File: src/rtl/lcd_init_arbiter.sv
// ST7735 power-up script sequencer that then arbitrates CPU iomem writes onto the SPI_interface write port.
// CPU reads ack the next cycle; CPU writes stall until the script is done and spi_wbusy is low, then ack after busy falls.
module lcd_init_arbiter #(
  parameter int CLKS_PER_MS = 12000,
  parameter bit AUTO_START  = 1'b1
) (
  input  logic        clk,
  input  logic        resetn,
  input  logic        start,
  input  logic        cpu_valid,
  output logic        cpu_ready,
  input  logic [3:0]  cpu_wstrb,
  input  logic [7:0]  cpu_addr,
  input  logic [31:0] cpu_wdata,
  output logic [31:0] cpu_rdata,
  output logic        spi_wstrb,
  output logic        spi_sel_cntl,
  output logic        spi_sel_cmd,
  output logic        spi_sel_dat,
  output logic        spi_sel_dat16,
  output logic [31:0] spi_wdata,
  input  logic        spi_wbusy,
  output logic        init_done
);

  typedef enum logic [1:0] {T_CNTL, T_CMD, T_DAT, T_DLY} entry_type_t;
  typedef enum logic [2:0] {IDLE, FETCH, ISSUE, GUARD, WAITBSY, DELAY, DONE} state_t;

  localparam logic [31:0] MS_CLKS = 32'(CLKS_PER_MS);

  state_t      state;
  logic [3:0]  ptr;
  logic [31:0] dly_cnt;
  logic [3:0]  iss_sel;   // {dat16, dat, cmd, cntl}
  logic [31:0] iss_dat;
  logic        cpu_wr;    // the transfer in flight belongs to the CPU

  entry_type_t rom_type;
  logic [7:0]  rom_pay;

  // Script entries; anything past the END marker also reads as END.
  always_comb begin
    rom_type = T_DLY;
    rom_pay  = 8'd0;
    case (ptr)
      4'd0:  begin rom_type = T_CNTL; rom_pay = 8'h00; end
      4'd1:  begin rom_type = T_DLY;  rom_pay = 8'd10;  end
      4'd2:  begin rom_type = T_CNTL; rom_pay = 8'h01; end
      4'd3:  begin rom_type = T_DLY;  rom_pay = 8'd120; end
      4'd4:  begin rom_type = T_CMD;  rom_pay = 8'h01; end
      4'd5:  begin rom_type = T_DLY;  rom_pay = 8'd150; end
      4'd6:  begin rom_type = T_CMD;  rom_pay = 8'h11; end
      4'd7:  begin rom_type = T_DLY;  rom_pay = 8'd120; end
      4'd8:  begin rom_type = T_CMD;  rom_pay = 8'h3A; end
      4'd9:  begin rom_type = T_DAT;  rom_pay = 8'h05; end
      4'd10: begin rom_type = T_CMD;  rom_pay = 8'h29; end
      default: begin rom_type = T_DLY; rom_pay = 8'd0; end
    endcase
  end

  // A request is fresh only when we are not already acknowledging it.
  logic cpu_req, cpu_rd, cpu_wr_req;
  assign cpu_req    = cpu_valid && !cpu_ready;
  assign cpu_rd     = cpu_req && (cpu_wstrb == 4'd0);
  assign cpu_wr_req = cpu_req && (cpu_wstrb != 4'd0);

  logic [3:0] cpu_sel;
  always_comb begin
    cpu_sel = 4'b0000;
    case (cpu_addr)
      8'h04:   cpu_sel = 4'b0001;
      8'h08:   cpu_sel = 4'b0010;
      8'h10:   cpu_sel = 4'b0100;
      8'h20:   cpu_sel = 4'b1000;
      default: cpu_sel = 4'b0000;
    endcase
  end

  always_ff @(posedge clk or negedge resetn) begin
    if (!resetn) begin
      state         <= IDLE;
      ptr           <= 4'd0;
      dly_cnt       <= 32'd0;
      iss_sel       <= 4'd0;
      iss_dat       <= 32'd0;
      cpu_wr        <= 1'b0;
      cpu_ready     <= 1'b0;
      cpu_rdata     <= 32'd0;
      spi_wstrb     <= 1'b0;
      spi_sel_cntl  <= 1'b0;
      spi_sel_cmd   <= 1'b0;
      spi_sel_dat   <= 1'b0;
      spi_sel_dat16 <= 1'b0;
      spi_wdata     <= 32'd0;
      init_done     <= 1'b0;
    end else begin
      spi_wstrb <= 1'b0;
      cpu_ready <= 1'b0;

      if (cpu_rd) begin
        cpu_ready <= 1'b1;
        cpu_rdata <= {30'd0, spi_wbusy, init_done};
      end

      case (state)
        IDLE: begin
          if (AUTO_START || start) begin
            ptr   <= 4'd0;
            state <= FETCH;
          end
        end
        FETCH: begin
          if (rom_type == T_DLY) begin
            if (rom_pay == 8'd0) begin
              init_done <= 1'b1;
              state     <= DONE;
            end else begin
              dly_cnt <= {24'd0, rom_pay} * MS_CLKS - 32'd1;
              state   <= DELAY;
            end
          end else begin
            iss_sel <= 4'b0001 << rom_type;
            iss_dat <= {24'd0, rom_pay};
            state   <= ISSUE;
          end
        end
        ISSUE: begin
          if (!spi_wbusy) begin
            spi_wstrb <= 1'b1;
            {spi_sel_dat16, spi_sel_dat, spi_sel_cmd, spi_sel_cntl} <= iss_sel;
            spi_wdata <= iss_dat;
            state     <= GUARD;
          end
        end
        GUARD: begin
          // busy lags the strobe by a cycle, so it is not trusted here
          {spi_sel_dat16, spi_sel_dat, spi_sel_cmd, spi_sel_cntl} <= 4'd0;
          state <= WAITBSY;
        end
        WAITBSY: begin
          if (!spi_wbusy) begin
            if (cpu_wr) begin
              cpu_wr    <= 1'b0;
              cpu_ready <= 1'b1;
              state     <= DONE;
            end else begin
              ptr   <= ptr + 4'd1;
              state <= FETCH;
            end
          end
        end
        DELAY: begin
          if (dly_cnt == 32'd0) begin
            ptr   <= ptr + 4'd1;
            state <= FETCH;
          end else begin
            dly_cnt <= dly_cnt - 32'd1;
          end
        end
        DONE: begin
          if (cpu_wr_req) begin
            if (cpu_sel != 4'd0) begin
              iss_sel <= cpu_sel;
              iss_dat <= cpu_wdata;
              cpu_wr  <= 1'b1;
              state   <= ISSUE;
            end else begin
              cpu_ready <= 1'b1;
            end
          end else if (start) begin
            init_done <= 1'b0;
            ptr       <= 4'd0;
            state     <= FETCH;
          end
        end
        default: state <= IDLE;
      endcase
    end
  end

endmodule
File: config.mk
export PLATFORM = sky130hd
export DESIGN_NAME = lcd_init_arbiter
export DESIGN_NICKNAME = d
export VERILOG_FILES = /design/src/rtl/lcd_init_arbiter.sv
export SDC_FILE = /design/constraint.sdc
export NUM_CORES = 1
export LEC_CHECK = 0
export CAP_MARGIN = 20
export CORE_MARGIN = 1
export CORE_UTILIZATION = 55
export CTS_CLUSTER_DIAMETER = 50
export DETAILED_ROUTE_END_ITERATION = 6
export GPL_TIMING_DRIVEN = 0
export PLACE_DENSITY = 0.87
export SKIP_CTS_REPAIR_TIMING = 1
export SLEW_MARGIN = 20
export SYNTH_ARGS = -nofsm -noshare
export SYNTH_HDL_FRONTEND = slang
export SYNTH_SLANG_ARGS = --single-unit
File: constraint.sdc
create_clock -name clk -period 19.3 [get_ports clk]
set_clock_uncertainty 0.15 [all_clocks]
set_input_delay 3.86 -clock clk [delete_from_list [all_inputs] [get_ports clk]]
set_output_delay 3.86 -clock clk [all_outputs]
set_load 0.01 [all_outputs]
==> results.tsv <==
stage	metric	value	unit
sta	unrepaired setup endpoints after global routing	no	
clock_network	CTS Root Cell	clkbuf_16	
drt	Post-DRT Antenna Nets	0	
setup_path	slowest stage delay, CP	0.87	ns
yosys	Post-synth ARST share	100.0	%
yosys	adder-cell area share of the yosys netlist	12.86	%
cells_and_area	most frequent cells in the layout	117 x dfrtp_1, 110 x nand2_1, 90 x o21ai_0	
yosys	Mean Syn Cell Area	8.890	um2
place	I/O Buffers	89	
yosys	predominant post-synthesis flop cell	dfrtp_1	
grt	met3 global-route usage	5.861	%
grt	antenna violations before repair	1	
min_path	min-delay worst type	reg -> reg	
setup_path	type of the worst setup path	reg -> reg	
yosys	main combinational cell family by area after synthesis	simple AND/OR/NAND/NOR gates	
sta	Tmin final	7.784	ns
floorplanning	Die Footprint	0.01535	mm2
floorplanning	I/O pin count	120	
grt	largest net degree at the start of global routing	69	
drt	Initial DRC Count	755	
yosys	Mapped Area	0.008170	mm2
grt	GR Layer Usage met1	36.53	%
sta	Setup TNS	0	ns
pwr	peak supply drop	0.1257	mV
cells_and_area	most common cell after layout, fill and taps aside	dfrtp_1	
drt	total wire length	21610	um
floorplanning	Core Rows	44	
cells_and_area	fraction of layout cells with a size suffix above 1	11.21	%
setup_path	Startpoint Class	register	
place	Place WS	11.84	ns
grt	busiest metal layer after global routing	met2	
floorplanning	Initial Utilization	56.22	%
floorplanning	Die X	123.9	um
grt	global-route wire length before repair	34420	um
drt	DR pass1 iterations	5	
pwr	overall power	1.784	mW
grt	met2 Usage GRT	48.65	%
pwr	power per standard cell area	178.1	mW/mm2
clock_network	CTS Buf Count	17	
min_path	Hold Path Depth	2	
yosys	Synth Area in Simple Gates	18.39	%
place	gpl congestion	0.9182	
setup_path	cell family with most CP delay	adder cells	
clock_network	CTS tree	done	
setup_path	CP arrival	7.89	ns
cells_and_area	Non-Filler Instances	1254	
cells_and_area	n_diodes	0	
yosys	Compound-Gate Fraction of Synth Area	17.46	%
run	# Max-Cap Violations	0	
cells_and_area	nets	1178	
drt	WL per Instance	17.23	um
sta	final hold vios	0	
grt	vias in the first global route	7133	
clock_network	CTS H-tree lvls	4	
yosys	Synth cell types	70	
cells_and_area	P&R area growth vs syn	22.59	%
yosys	yosys warns	0	
grt	total track usage	28.84	%
yosys	multiplexer share of the synthesized area	5.544	%
sta	final worst slack	11.52	ns
sta	final worst-path cycle share	40.33	%
clock_network	Clock Sinks	117	
sta	Max Slew Vio Count	0	
clock_network	clk buf depth	2	
sta	Fmax achieved	128.5	MHz
sta	Slew headroom	21.00	%
drt	Vias	7490	
setup_path	Bufs and invs on worst path	5	
pwr	LEAKAGE	4.710	nW
clock_network	worst-skew pair later-pin latency	0.42	ns
setup_path	Crit Path Max Fanout	10	
outcome	outcome	finished clean	
setup_path	CP required	19.41	ns
place	placed cells	1222	
yosys	post-synthesis sequential area ratio	35.83	%
drt	DRC violations left	0	
yosys	flops & latches, synth	117	
floorplanning	Die H	123.9	um
cells_and_area	fin util	68.91	%
sta	slew at the pin closest to its max-slew limit	1.176	ns
sta	Setup-failing EPs final	0	
setup_path	slowest stage cell, crit path	o311ai_0	
setup_path	Setup crit end kind	register	
place	post-DP HPWL	15130	um
floorplanning	core region area	0.01453	mm2
setup_path	Reg2Reg Depth	21	
clock_network	clock-pin slew on the worst setup and hold paths	0.06	ns
setup_path	critical path cell sequence	clkbuf_1 -> inv_1 -> ha_1 -> o21bai_1 -> o21ai_0 -> fa_1 -> xnor2_1 -> ha_1 -> fa_1 -> inv_1 -> fa_1 -> inv_1 -> ha_1 -> nand2_1 -> o311ai_0 -> a21oi_1 -> xnor2_1 -> nor3_1 -> nand4bb_1 -> clkbuf_1 -> o311ai_0	
yosys	XOR/XNOR Fraction of Synth Area	2.144	%
sta	hold_ws	0.3368	ns
yosys	gate count after technology mapping	919	
yosys	EDFF count, synth	0	
grt	total grt overflow	0	
place	Post-DP Area	0.009429	mm2
setup_path	stages on the worst setup path	21	
cells_and_area	final instance area	0.01002	mm2
drt	vias per cell	5.973	
==> state kept, by name (all words and copies together), names as in the netlist <==
signal / flops
cpu_rdata: 2
cpu_ready: 1
cpu_wr: 1
dly_cnt: 32
init_done: 1
iss_dat: 32
iss_sel: 4
ptr: 4
spi_sel_cmd: 1
spi_sel_cntl: 1
spi_sel_dat: 1
spi_sel_dat16: 1
spi_wdata: 32
spi_wstrb: 1
state: 3
==> per-layer routing <==
metal / wire [um] / vias to the layer above
met4: 521 / 2
met2: 10720 / 365
li1: - / 3463
met3: 1635 / 67
met5: 13 / -
met1: 8711 / 3593
==> cells by family after synthesis <==
logic type                 Yosys count
DFF                                117
other                                1
AOI/OAI and AO/OA                  225
buffers and inverters              132
adders and majority gates           72
muxes                               41
xor gates and xnor gates            20
and+or+nand+nor                    311
==> worst paths after layout <==
path	startpoint	to	slack [ns]
min in group asynchronous	resetn	dly_cnt[26]	3.23
worst min register to register	iss_dat[7]	iss_dat[7]	0.34
worst max register to register	ptr[2]	dly_cnt[25]	11.52
max in group asynchronous	resetn	iss_sel[0]	15.04
worst max-delay path	ptr[2]	dly_cnt[25]	11.52
worst min-delay path	iss_dat[7]	iss_dat[7]	0.34
==> cells in the mapped netlist (all sizes together) (7+ instances only) <==
cell type / instances / share of area (%)
mux2: 34 / 4.7
xnor2: 13 / 1.4
dfrtp: 117 / 36
nor3: 25 / 1.5
a21oi: 46 / 2.8
o21ai: 90 / 5.5
clkbuf: 34 / 1.6
nand3: 18 / 1.3
nor4: 10 / 0.77
or4: 7 / 0.74
or2: 7 / 0.54
and2: 9 / 0.72
xor2: 7 / 0.75
a21o: 15 / 1.4
or3: 9 / 0.69
nand2: 111 / 5.2
nor2: 71 / 3.3
buf: 36 / 3.3
mux2i: 7 / 0.86
a22oi: 8 / 0.74
fa: 20 / 4.9
ha: 52 / 8.0
inv: 62 / 2.8
nand4: 10 / 0.77
nand2b: 11 / 0.84
==> worst min-delay path, stage by stage (launching register included) <==
cell and delay [ns]:
dfrtp_1 0.34, nand2_1 0.05, o21ai_0 0.06
==> layout make-up <==
type,count,area (um2)
Buffer,70,397.9
Clock buffer,17,425.4
Clock inverter,15,161.4
Fill cell,1064,4518
Inverter,62,232.7
Multi-Input combinational cell,699,4721
Sequential cell,117,2928
Tap cell,184,230.2
Timing Repair Buffer,90,919.6
==> power by group <==
| group | switching (mW) | leakage, nW | internal, mW |
|---|---|---|---|
| clock | 0.132 | 0.287 | 0.183 |
| combinational | 0.687 | 2.87 | 0.445 |
| sequential | 0.0406 | 1.55 | 0.298 |
(Power assumes the default switching activity.)
